## src/rtl/gate_vector_checker_settle_timer.sv

```systemverilog
// Settle down-counter: loaded with SETTLE_CYC when a vector is driven,
// pulses expire on the last DRIVE cycle so the next edge moves to SAMPLE.
module settle_timer #(
  parameter int SETTLE_CYC = 2
) (
  input  logic clk,
  input  logic rst_n,
  input  logic load,
  input  logic en,
  output logic expire
);
  logic [7:0] cnt_q, cnt_d;

  always_comb begin
    cnt_d = cnt_q;
    if (load)                    cnt_d = 8'(SETTLE_CYC);
    else if (en && cnt_q != '0)  cnt_d = cnt_q - 8'd1;
  end

  always_ff @(posedge clk or negedge rst_n) begin
    if (!rst_n) cnt_q <= '0;
    else        cnt_q <= cnt_d;
  end

  assign expire = en && (cnt_q == 8'd1);
endmodule

```

## config.mk

```make
export PLATFORM = sky130hd
export DESIGN_NAME = settle_timer
export DESIGN_NICKNAME = d
export VERILOG_FILES = /design/src/rtl/gate_vector_checker_settle_timer.sv
export SDC_FILE = /design/constraint.sdc
export NUM_CORES = 1
export LEC_CHECK = 0
export ABC_AREA = 1
export BUFFER_PORTS_ARGS = -buffer_cell sky130_fd_sc_hd__buf_2
export CAP_MARGIN = 20
export CORE_MARGIN = 2
export CORE_UTILIZATION = 32
export DETAILED_ROUTE_END_ITERATION = 16
export HOLD_SLACK_MARGIN = 0.08
export PLACE_DENSITY = 0.5
export RECOVER_POWER = 25
export SLEW_MARGIN = 20
export SYNTH_ARGS = -nofsm -noshare
export SYNTH_HDL_FRONTEND = slang
export SYNTH_SLANG_ARGS = --single-unit
```

## constraint.sdc

```tcl
create_clock -name clk -period 2.8 [get_ports clk]
set_input_delay 0.56 -clock clk [delete_from_list [all_inputs] [get_ports clk]]
set_output_delay 0.56 -clock clk [all_outputs]
set_load 0.01 [all_outputs]
```

==> reports/qor.txt, run 1 <==
========================================================================================================
Top post-synthesis cells by count                                                           sky130_fd_sc_hd__nand2_1, sky130_fd_sc_hd__dfrtp_1, sky130_fd_sc_hd__inv_1, sky130_fd_sc_hd__nor2_1, sky130_fd_sc_hd__nand4_1
Sequential power share                                                                             32.6%
Layout net count                                                                                      88
Number of antenna violations at the first check in global routing                                      0
Switching portion of total power                                                                  49.29%
Post-route clock period utilization                                                               64.47%
Final clock skew                                                                                4.745 ps
Syn-to-layout area delta                                                                          11.21%
Area share of the largest cell type after synthesis                                               36.61%
Flip-flop and latch count after synthesis                                                              8
Largest net degree at the start of global routing                                                     10
Total power density per cell area                                                            1115 nW/um2
Slowest cell delay on critical path                                                               420 ps
Largest registers                                                                           cnt_q: 8 flops
Reg with most FFs                                                                                  cnt_q
Worst rel slew slack                                                                              68.44%
Detailed Route Iter0 Violations                                                                       15
Status                                                                                      complete, no violations
Worst setup SP type                                                                                 flop
Minimum clock period                                                                             1805 ps
GPL Wtd Cong                                                                                      0.8124
Clock network fraction of total power                                                              13.3%
Final antenna diode count                                                                              0
Cell count after synthesis                                                                            72
Buffer levels on the longest clock path                                                                2
Crit path top cell by count                                                                 sky130_fd_sc_hd__nor2_1
Average cell area after synthesis                                                              7.594 um2
Core area                                                                                       1559 um2
EDFF count, synth                                                                                      0
Layout cell share with drive strength beyond 1                                                    15.19%
Worst Path Class, Setup                                                                       reg -> out
Hold Violations, Final                                                                                 0
Arr. time, crit path                                                                             1250 ps
Top Ports                                                                                              5
Proportion of synthesized flip-flops having asynchronous set or reset                             100.0%
Worst slack, placed                                                                              1274 ps
Total negative slack for setup checks                                                               0 ps
Routed wire length                                                                              1.157 mm
Required time of the worst setup path                                                            2240 ps
CTS sink count                                                                                         8
Worst hold margin                                                                               227.5 ps
Kind of capture point of the worst setup path                                                 output pin
Clock tree from TritonCTS                                                                           done
Warnings from Yosys                                                                                    0
Die area                                                                                        2055 um2
Met1 track utilization from global routing                                                        18.92%
Initial core utilization                                                                          35.07%
# resized after CTS                                                                                    0
Mapped Nets                                                                                           79
Combinational share of power                                                                       54.1%
WL per Instance                                                                                 12.18 um
Post-CTS setup buffer count                                                                            0
Met3 demand-to-capacity share in global routing                                                   4.800%
Pin slew with the least headroom to its limit                                                   473.4 ps
First-pass GRT wire length                                                                      2.014 mm
Drt via density                                                                                    5.137
R2R setup slack                                                                                  1340 ps
Post-Layout Cell Count                                                                                95
Met2 usage in global routing                                                                      20.00%
Placement Rows                                                                                        14
Die width                                                                                       45.34 um
Highest-delay cell along the critical path                                                  sky130_fd_sc_hd__dfrtp_1
Max reg flops                                                                                          8
Top-count cell post-synth                                                                   sky130_fd_sc_hd__nand2_1
Cell chosen for the clock root                                                              sky130_fd_sc_hd__clkbuf_4
First-pass DRT Iterations                                                                              4
Number of nets with antenna violations after detailed routing                                          0
Distinct cell type count after synthesis                                                              15
Min setup slack post-route                                                                      994.9 ps
PortBufs                                                                                               4
Path type of the worst min-delay path                                                        in -> async
Highest achievable clock rate                                                                 0.5540 GHz
Buffers and inverters on the worst path                                                                1
Number of buffers added to fix hold violations after cts                                               0
Busiest metal layer after global routing                                                            met2
Worst IR Drop VDD                                                                            0.0003987 V
Max capacitance violation total                                                                        0
Leading area contributor after synthesis                                                    sky130_fd_sc_hd__dfrtp_1
Gr usage total                                                                                    14.11%
Placed cell count                                                                                     92
Count of final max-slew check failures                                                                 0
CTS H-tree lvls                                                                                        1
Cell-by-cell trace of the critical path                                                     nor2_1 -> nand2_2 -> nor2_1 -> buf_2
Die extent in y                                                                                 45.34 um
Leak Pwr                                                                                    0.0003355 uW
Residual overflow from global routing                                                                  0
Worst-skew pair later-pin latency                                                                 250 ps
Post-CTS clock slew at the launch and capture registers of the worst setup and hold paths          60 ps
Number of buffers inserted during clock tree synthesis                                                 3
Top fanout value on the critical path                                                                  5
Number of endpoints failing setup at the final stage                                                   0
Kind of cell with the highest combined delay on the critical path                           simple AND/OR/NAND/NOR gates
Detailed placer's ending HPWL                                                                     838 um
Netlist Area Pre-Place                                                                         546.8 um2
Most common flop cell mapped by yosys                                                       sky130_fd_sc_hd__dfrtp_1
Number of global-route vias before repair                                                            437
Top area cells in the synthesized netlist                                                   sky130_fd_sc_hd__dfrtp_1, sky130_fd_sc_hd__nand2_1, sky130_fd_sc_hd__ha_1, sky130_fd_sc_hd__nand4_1, sky130_fd_sc_hd__inv_1
Power spent charging and discharging nets                                                       334.1 uW
Number of DRC violations after detailed routing                                                        0
Internal Power                                                                                  343.8 uW
Setup repair after global routing missed its margin                                                false
Fin util                                                                                          39.00%
Sequential-to-total area share from yosys stat                                                    36.61%
Via Count                                                                                            488
========================================================================================================
-- through the flow --
step	power, uW	instance area (um2)
3_5_place_dp	588.9	586.8
2_1_floorplan	510.5	546.8
6_report	677.9	608.1
5_1_grt	752.4	608.1
4_1_cts	682.6	609.3
3_3_place_gp	585.4	586.8
-- path summary, 6_finish.rpt --
check,depth (start not counted),to,startpoint
max in group asynchronous,1,cnt_q[5],rst_n
min reg2reg,2,cnt_q[1],cnt_q[1]
min,1,cnt_q[6],rst_n
min in group clk,2,cnt_q[1],cnt_q[1]
max,4,expire,cnt_q[4]
max reg2reg,8,cnt_q[5],cnt_q[0]
-- routing by layer --
layer,share of wire [%],up-vias
met5,0,-
met1,49,218
met4,0.43,0
met2,43,20
met3,6.7,2
li1,-,248
-- layout by cell type, fill, tap and decap left out --
cell / count
sky130_fd_sc_hd__nand3_1: 5
sky130_fd_sc_hd__nand2_2: 2
sky130_fd_sc_hd__xor2_1: 2
sky130_fd_sc_hd__o21bai_1: 2
sky130_fd_sc_hd__nor2_4: 2
sky130_fd_sc_hd__nor2_8: 1
sky130_fd_sc_hd__nand2_1: 23
sky130_fd_sc_hd__inv_1: 8
sky130_fd_sc_hd__nand4_1: 6
sky130_fd_sc_hd__nor2_2: 1
sky130_fd_sc_hd__o21ai_0: 1
sky130_fd_sc_hd__buf_2: 3
sky130_fd_sc_hd__clkbuf_4: 3
sky130_fd_sc_hd__ha_1: 3
sky130_fd_sc_hd__clkbuf_1: 1
sky130_fd_sc_hd__o21ai_1: 1
sky130_fd_sc_hd__dfrtp_1: 8
sky130_fd_sc_hd__nor2_1: 7
-- final cells by class --
class / instances / area, um2
fillers: 169 / 950.9
multi-input cells: 56 / 316.6
flip-flops and latches: 8 / 200.2
inverters: 8 / 30.03
clock buffers: 3 / 22.52
well taps: 16 / 20.02
repair buffers: 4 / 18.77
-- kinds of logic after synthesis --
family	Yosys count	synth area share (%)
AND/OR/NAND/NOR	47	43.25
buffers and inverters	8	5.492
flip-flops	8	36.61
AO/OA/AOI/OAI	4	4.574
adder cells (fa/ha/maj)	3	6.866
XOR/XNOR	2	3.204
-- power by group through the flow --
stage / Combinational, uW / Clock, uW / Sequential, uW
after floorplan: 306 / 0 / 205
after global placement: 365 / 0 / 220
after detailed placement: 368 / 0 / 220
after CTS: 369 / 93.8 / 220
after global routing: 424 / 101 / 227
final: 367 / 90.4 / 221
Note: power is estimated with default switching activity, not from simulation.
==> inputs of run 2 (changes only) <==
Settings changed: ABC_AREA 1 to 0.
Clock period 2.8 ns to 1.7 ns, I/O delays scaled along.
==> run 2 against run 1 <==
The flow now finishes with violations (negative setup slack). Sequential share of layout area shrank 3.5 points. Core utilization grew 6.6 points. Count of clock-buffer cells in the layout is the same. Non-clock buffer count grew 11. Global-route usage shrank 1.0 points. Flip-flop and latch count is the same. Final cell count shrank 11%. Worst setup slack lost 1100 ps. Combinational power shrank 26%. Clock power grew 77%. Final area grew 12%. Critical path type unchanged. Largest power group unchanged. Highest routed layer unchanged.
==> reports/qor.txt, run 2 <==
========================================================================================================
Worst Path Class, Setup                                                                       reg -> out
Worst setup SP type                                                                                 flop
Netlist Area Pre-Place                                                                         499.2 um2   -8.7%
Number of nets with antenna violations after detailed routing                                          0   unchanged
Post-route clock period utilization                                                               108.4%
PortBufs                                                                                               4   unchanged
Initial core utilization                                                                          33.53%   -1.5 points
Core area                                                                                       1489 um2   -4.5%
Warnings from Yosys                                                                                    0   unchanged
Area fraction in compound gates after synthesis                                                   11.28%   +6.7 points
Path type of the worst min-delay path                                                          in -> reg
Top-count cell post-synth                                                                   sky130_fd_sc_hd__dfrtp_1
Gr usage total                                                                                    13.09%   -1.0 points
Area taken by multi-input logic gates                                                          325.3 um2   +2.8%
Xor/xnor share of the synthesized area                                                                0%   -3.2 points
Top area cells in the synthesized netlist                                                   sky130_fd_sc_hd__dfrtp_1, sky130_fd_sc_hd__mux2_2, sky130_fd_sc_hd__ha_1, sky130_fd_sc_hd__nor2b_1, sky130_fd_sc_hd__nor2_1
Main combinational cell family by area after synthesis                                      simple AND/OR/NAND/NOR gates
Average cell area after synthesis                                                              9.601 um2   +26%
Top Ports                                                                                              5   unchanged
Leading area contributor after synthesis                                                    sky130_fd_sc_hd__dfrtp_1
CTS H-tree lvls                                                                                        1   unchanged
Worst-skew pair later-pin latency                                                                 260 ps   about the same
Status                                                                                      complete, but fails checks
Cell count after synthesis                                                                            52   -28%
Die extent in y                                                                                 43.50 um   -4.1%
Final Total Pwr                                                                                 679.2 uW   +0.19%
Worst hold margin                                                                               395.1 ps   +167.6 ps
Buffer levels on the longest clock path                                                                2   unchanged
Arr. time, crit path                                                                             1500 ps   +250 ps
Kind of capture point of the worst setup path                                                 output pin
Routed wire length                                                                              1.078 mm   -6.8%
Simple-gate share of the synthesized area                                                         27.82%   -15 points
Distinct cell type count after synthesis                                                              22   +7
Seq. cell area                                                                                 200.2 um2   unchanged
Pin slew with the least headroom to its limit                                                   451.2 ps   -22.20 ps
Total power density per cell area                                                           999.8 nW/um2   -10%
Portion of netlist area occupied by mux cells                                                     11.03%   +11 points
Max capacitance violation total                                                                        0   unchanged
Die width                                                                                       43.50 um   -4.1%
WL per Instance                                                                                 12.68 um   +4.1%
GPL Wtd Cong                                                                                      0.7728   -4.9%
Filler cells                                                                                         157   -7.1%
EDFF count, synth                                                                                      0   unchanged
Largest net degree at the start of global routing                                                     14   +4
Max reg flops                                                                                          8   unchanged
Clock tree from TritonCTS                                                                           done
Final clock skew                                                                                3.312 ps   -1.433 ps
Commonest non-fill, non-tap cells in the layout                                             sky130_fd_sc_hd__buf_4, sky130_fd_sc_hd__dfrtp_1, sky130_fd_sc_hd__nor2_1, sky130_fd_sc_hd__nor2b_1, sky130_fd_sc_hd__mux2_2
Final antenna diode count                                                                              0   unchanged
Most common flop cell mapped by yosys                                                       sky130_fd_sc_hd__dfrtp_1
Top post-synthesis cells by count                                                           sky130_fd_sc_hd__dfrtp_1, sky130_fd_sc_hd__nor2_1, sky130_fd_sc_hd__nor2b_1, sky130_fd_sc_hd__mux2_2
First-pass GRT wire length                                                                      1.759 mm   -13%
Placed cell count                                                                                     81   -12%
Flip-flop and latch count after synthesis                                                              8   unchanged
Sequential-to-total area share from yosys stat                                                    40.10%   +3.5 points
Worst rel slew slack                                                                              69.92%   +1.5 points
Leak Pwr                                                                                    0.0003224 uW   -3.9%
Mapped Nets                                                                                           59   -25%
Die area                                                                                        1892 um2   -8.0%
First-pass DRT Iterations                                                                              3   -1
Via Count                                                                                            450   -7.8%
Number of endpoints failing setup at the final stage                                                   2   +2
Layout cell share with drive strength beyond 1                                                    42.03%   +27 points
Residual overflow from global routing                                                                  0   unchanged
Post-CTS setup buffer count                                                                            0   unchanged
Number of buffers inserted during clock tree synthesis                                                 3   unchanged
CTS sink count                                                                                         8   unchanged
Area share of the largest cell type after synthesis                                               40.10%   +3.5 points
Number of antenna violations at the first check in global routing                                      0   unchanged
Worst IR Drop VDD                                                                            0.0004450 V   +12%
Placement Rows                                                                                        14   unchanged
Setup repair after global routing missed its margin                                                 true
Number of global-route vias before repair                                                            389   -11%
Drt via density                                                                                    5.294   +3.1%
Hold Violations, Final                                                                                 0   unchanged
Cell chosen for the clock root                                                              sky130_fd_sc_hd__clkbuf_4
Detailed placer's ending HPWL                                                                   758.4 um   -9.5%
Post-Layout Cell Count                                                                                85   -11%
Failing checks                                                                              negative setup slack
Layout net count                                                                                      78   -11%
Top fanout value on the critical path                                                                  4   -1
Syn-to-layout area delta                                                                          36.09%
Post-CTS clock slew at the launch and capture registers of the worst setup and hold paths          60 ps   about the same
Detailed Route Iter0 Violations                                                                        1   -14
Count of final max-slew check failures                                                                 0   unchanged
Reg with most FFs                                                                                  cnt_q
Proportion of synthesized flip-flops having asynchronous set or reset                             100.0%   unchanged
Minimum clock period                                                                             1843 ps
Total negative slack for setup checks                                                          -154.3 ps   -154.3 ps
Highest achievable clock rate                                                                 0.5425 GHz
Largest registers                                                                           cnt_q: 8 flops
Most frequent standard cell in the layout excluding fill and tap cells                      sky130_fd_sc_hd__buf_4
Min setup slack post-route                                                                     -143.5 ps   -1138 ps
Required time of the worst setup path                                                            1360 ps   -880 ps
Share of synthesized cell area in full adder, half adder and majority cells                       7.519%   +0.65 points
Number of DRC violations after detailed routing                                                        0   unchanged
========================================================================================================
## run 2: changes by cell type in the layout (fill, tap and decap cells not counted), sizes merged, moves of 3 or more
cell   change
a21oi      +3
buf       +10
inv        -6
mux2       +4
nand2     -22
nand3      -5
nand4      -6
nor2       -6
nor2b      +5
or4        +3
## run 2: area by class of cell
cell class | count | area share (%)
multi-input combinational | 41 | 47.88
inverter | 2 | 1.105
timing repair buffer | 15 | 15.29
tap | 16 | 2.947
clock buffer | 3 | 3.315
sequential | 8 | 29.47
## run 2: worst paths after layout
kind                            startpoint       end  slack [ps]  cells past startpoint
worst max register to register    cnt_q[0]  cnt_q[0]         -10                      5
worst max-delay path              cnt_q[3]    expire        -140                      3
max in group asynchronous            rst_n  cnt_q[4]         860                      2
min in group asynchronous            rst_n  cnt_q[7]         530                      2
worst min-delay path                  load  cnt_q[5]         400                      2
worst min register to register    cnt_q[1]  cnt_q[1]         570                      2
## run 2: cell families (layout without fill, tap and decap cells)
group	after synthesis	count (layout)
fa+ha+maj	3	3
buf+inv	3	20
simple gates	24	24
flops	8	8
compound gates	9	9
mux	5	5
## run 2: worst max-delay path, stage by stage, from the launching register on
cell	delay, ps
sky130_fd_sc_hd__dfrtp_1	370
sky130_fd_sc_hd__or4_4	570
sky130_fd_sc_hd__nor4_4	130
sky130_fd_sc_hd__buf_2	160
## run 2: through the flow
step | cell area [um2] | utilization, % | worst slack, ps
after floorplan | 505.5 | - | 65.52
after global placement | 616.8 | 41.43 | -153.0
after detailed placement | 616.8 | 41.43 | -116.3
after CTS | 649.4 | 43.61 | -164.8
after global routing | 679.4 | 45.63 | -223.2
final | 679.4 | 45.63 | -143.5
## run 2: routing by layer
layer / GRT usage, % / wire length (um) / vias up
met5: 0 / 0 / -
met4: 5.455 / 21 / 0
met3: 5.417 / 43 / 4
met2: 18.81 / 492 / 6
met1: 17.36 / 521 / 216
li1: - / - / 224
## run 2: power breakdown
part	switching [uW]	internal [uW]	total [uW]
Sequential	28.8	218	247
Clock	78.1	81.7	160
Combinational	125	148	273
## run 2: timing repair
action,4_1_cts,5_1_grt
endpoints found under the hold margin,8,0
hold buffers,1,0
pin swaps,1,0
resized for setup,0,6
endpoints found under the setup margin,3,7
==> inputs of run 3 (changes only) <==
Settings changed: ABC_AREA 0 to 1, CORE_MARGIN 2 to default, CTS_BUF_LIST from default to sky130_fd_sc_hd__clkbuf_4.
==> run 3 against run 2 <==
The flow finishes with violations (design-rule violations). Core utilization decreased by 5.5 points. Sequential share of layout area is 2.5 points higher. Critical endpoint unchanged. Count of clock-buffer cells in the layout did not move. Total power up 66%. Via count is 5.1% higher. Sequential power grew 50%. Largest cell class unchanged. Critical path type unchanged. Worst setup slack better by 310 ps. Combinational power up 120%. Register-to-register slack better by 310 ps.
==> reports/qor.txt, run 3 (synthesis results as in run 1) <==
========================================================================================================
Largest net degree at the start of global routing                                                     10   -4
Area taken by multi-input logic gates                                                          324.1 um2   -0.38%
Leak Pwr                                                                                    0.0003423 uW   +6.2%
Post-route clock period utilization                                                               90.45%   -18 points
Max capacitance violation total                                                                        0   unchanged
Cell-by-cell trace of the critical path                                                     inv_1 -> ha_1 -> nand3_1 -> nor2_1 -> buf_2
Seq. cell area                                                                                 200.2 um2   unchanged
Detailed Route Iter0 Violations                                                                       21   +20
Residual overflow from global routing                                                                  0   unchanged
Cell chosen for the clock root                                                              sky130_fd_sc_hd__clkbuf_4
Clock tree from TritonCTS                                                                           done
Kind of cell with the highest combined delay on the critical path                             flip-flops
Post-CTS clock slew at the launch and capture registers of the worst setup and hold paths          50 ps   about the same
Core area                                                                                       1559 um2   +4.7%
Top fanout value on the critical path                                                                  3   -1
Worst setup SP type                                                                                 flop
Top Ports                                                                                              5   unchanged
Number of nets with antenna violations after detailed routing                                          0   unchanged
Buffers and inverters on the worst path                                                                2   +1
Highest achievable clock rate                                                                 0.6503 GHz   +20%
Slowest cell delay on critical path                                                               390 ps   -180 ps
First-pass GRT wire length                                                                      2.001 mm   +14%
Placement Rows                                                                                        14   unchanged
Buffer levels on the longest clock path                                                                2   unchanged
Kind of capture point of the worst setup path                                                 output pin
Die extent in y                                                                                 43.34 um   -0.37%
Worst IR Drop VDD                                                                            0.0007934 V   +78%
Worst rel slew slack                                                                              70.61%   +0.69 points
Die area                                                                                        1878 um2   -0.73%
Gr usage total                                                                                    15.27%   +2.2 points
Fin util                                                                                          40.13%   -5.5 points
Final Total Pwr                                                                                  1126 uW   +66%
Number of endpoints failing setup at the final stage                                                   0   -2
WL per Instance                                                                                 11.45 um   -9.7%
Number of DRC violations after detailed routing                                                        2   +2
Count of final max-slew check failures                                                                 0   unchanged
First-pass DRT Iterations                                                                             10   +7
Worst-skew pair later-pin latency                                                                 250 ps   about the same
Number of antenna violations at the first check in global routing                                      0   unchanged
Number of buffers inserted during clock tree synthesis                                                 3   unchanged
Syn-to-layout area delta                                                                          14.42%
Die width                                                                                       43.34 um   -0.37%
Largest registers                                                                           cnt_q: 8 flops
Max reg flops                                                                                          8   unchanged
Final antenna diode count                                                                              0   unchanged
Hold Violations, Final                                                                                 0   unchanged
CTS H-tree lvls                                                                                        1   unchanged
Filler cells                                                                                         150   -4.5%
Layout cell share with drive strength beyond 1                                                    16.25%   -26 points
Status                                                                                      complete, but fails checks
Detailed placer's ending HPWL                                                                   805.3 um   +6.2%
Number of global-route vias before repair                                                            464   +19%
Final clock skew                                                                                4.429 ps   +1.117 ps
Total negative slack for setup checks                                                               0 ps   +154.3 ps
Drt via density                                                                                    4.927   -6.9%
CTS sink count                                                                                         8   unchanged
Commonest non-fill, non-tap cells in the layout                                             sky130_fd_sc_hd__nand2_1, sky130_fd_sc_hd__inv_1, sky130_fd_sc_hd__dfrtp_1
Pin slew with the least headroom to its limit                                                   440.9 ps   -10.29 ps
Total power density per cell area                                                            1799 nW/um2   +80%
Layout net count                                                                                      89   +14%
Failing checks                                                                              design-rule violations
Most frequent standard cell in the layout excluding fill and tap cells                      sky130_fd_sc_hd__nand2_1
Arr. time, crit path                                                                             1200 ps   -300 ps
Highest-delay cell along the critical path                                                  sky130_fd_sc_hd__dfrtp_1
Minimum clock period                                                                             1538 ps   -305.8 ps
PortBufs                                                                                               4   unchanged
Reg with most FFs                                                                                  cnt_q
Worst Path Class, Setup                                                                       reg -> out
GPL Wtd Cong                                                                                      0.7531   -2.5%
Required time of the worst setup path                                                            1360 ps   about the same
Via Count                                                                                            473   +5.1%
Path type of the worst min-delay path                                                          in -> reg
Routed wire length                                                                              1.099 mm   +1.9%
Initial core utilization                                                                          35.07%   +1.5 points
Setup repair after global routing missed its margin                                                false
========================================================================================================
run 3: changes by cell type in the layout (fill, tap and decap cells not counted), sizes merged, moves of 4 or more:
cell,delta
nor2b,-5
nand3,+5
nand4,+6
nand2,+22
mux2,-4
nor2,+6
buf,-10
inv,+6
run 3: worst paths after layout:
| path | startpoint | end | slack [ps] | cells past startpoint |
|---|---|---|---|---|
| max | cnt_q[1] | expire | 160 | 5 |
| min reg2reg | cnt_q[1] | cnt_q[1] | 510 | 2 |
| max reg2reg | cnt_q[0] | cnt_q[5] | 300 | 8 |
| max in group asynchronous | rst_n | cnt_q[0] | 850 | 2 |
| min in group asynchronous | rst_n | cnt_q[6] | 540 | 2 |
| min | load | cnt_q[1] | 430 | 3 |
run 3: cell type report:
type                       count  area share [%]
multi-input combinational     56           51.80
clock buffer                   3           3.600
tap                           16           3.200
sequential                     8           32.00
timing repair buffer           5           4.600
inverter                       8           4.800
run 3: repair_timing:
action,CTS,global route
resized for setup,0,2
buffers inserted,0,0
endpoints found under the setup margin,0,1
hold buffers,1,0
hold endpoints to repair,8,0
run 3: power by group:
group	leakage (uW)	total, uW	internal [uW]	switching [uW]
combinational	0.000223	613	229	384
clock	0.0000138	143	80.6	61.9
sequential	0.000106	370	267	104
total	0.000342	1130	576	550
run 3: stage by stage:
step	cell area [um2]	setup slack, ps	hold slack, ps	std cells
CTS	619.3	83.42	428.2	96
detailed placement	586.8	307.6	192.9	92
finish	625.6	162.3	434.7	96
global route	625.6	1.254	453.4	96
floorplan	546.8	441.3	44.41	72
global placement	586.8	312.5	196.5	92
run 3: routing by layer:
metal | up-vias | global-route usage [%] | share of wire (%) | routed length (um)
li1 | 250 | - | - | -
met1 | 211 | 19.69 | 51 | 565
met2 | 10 | 21.21 | 42 | 462
met3 | 2 | 6.250 | 4.8 | 53
met4 | 0 | 9.375 | 1.6 | 18
met5 | - | 0 | 0 | 0
run 3: worst reg2reg max path, stage by stage (launching register included):
cell and delay [ps]:
sky130_fd_sc_hd__dfrtp_1 380, sky130_fd_sc_hd__inv_1 110, sky130_fd_sc_hd__ha_1 220, sky130_fd_sc_hd__nand2_2 80
sky130_fd_sc_hd__nor2_4 40, sky130_fd_sc_hd__nor2_4 250, sky130_fd_sc_hd__nor2_8 70, sky130_fd_sc_hd__nand2_1 70
sky130_fd_sc_hd__nand2_1 50
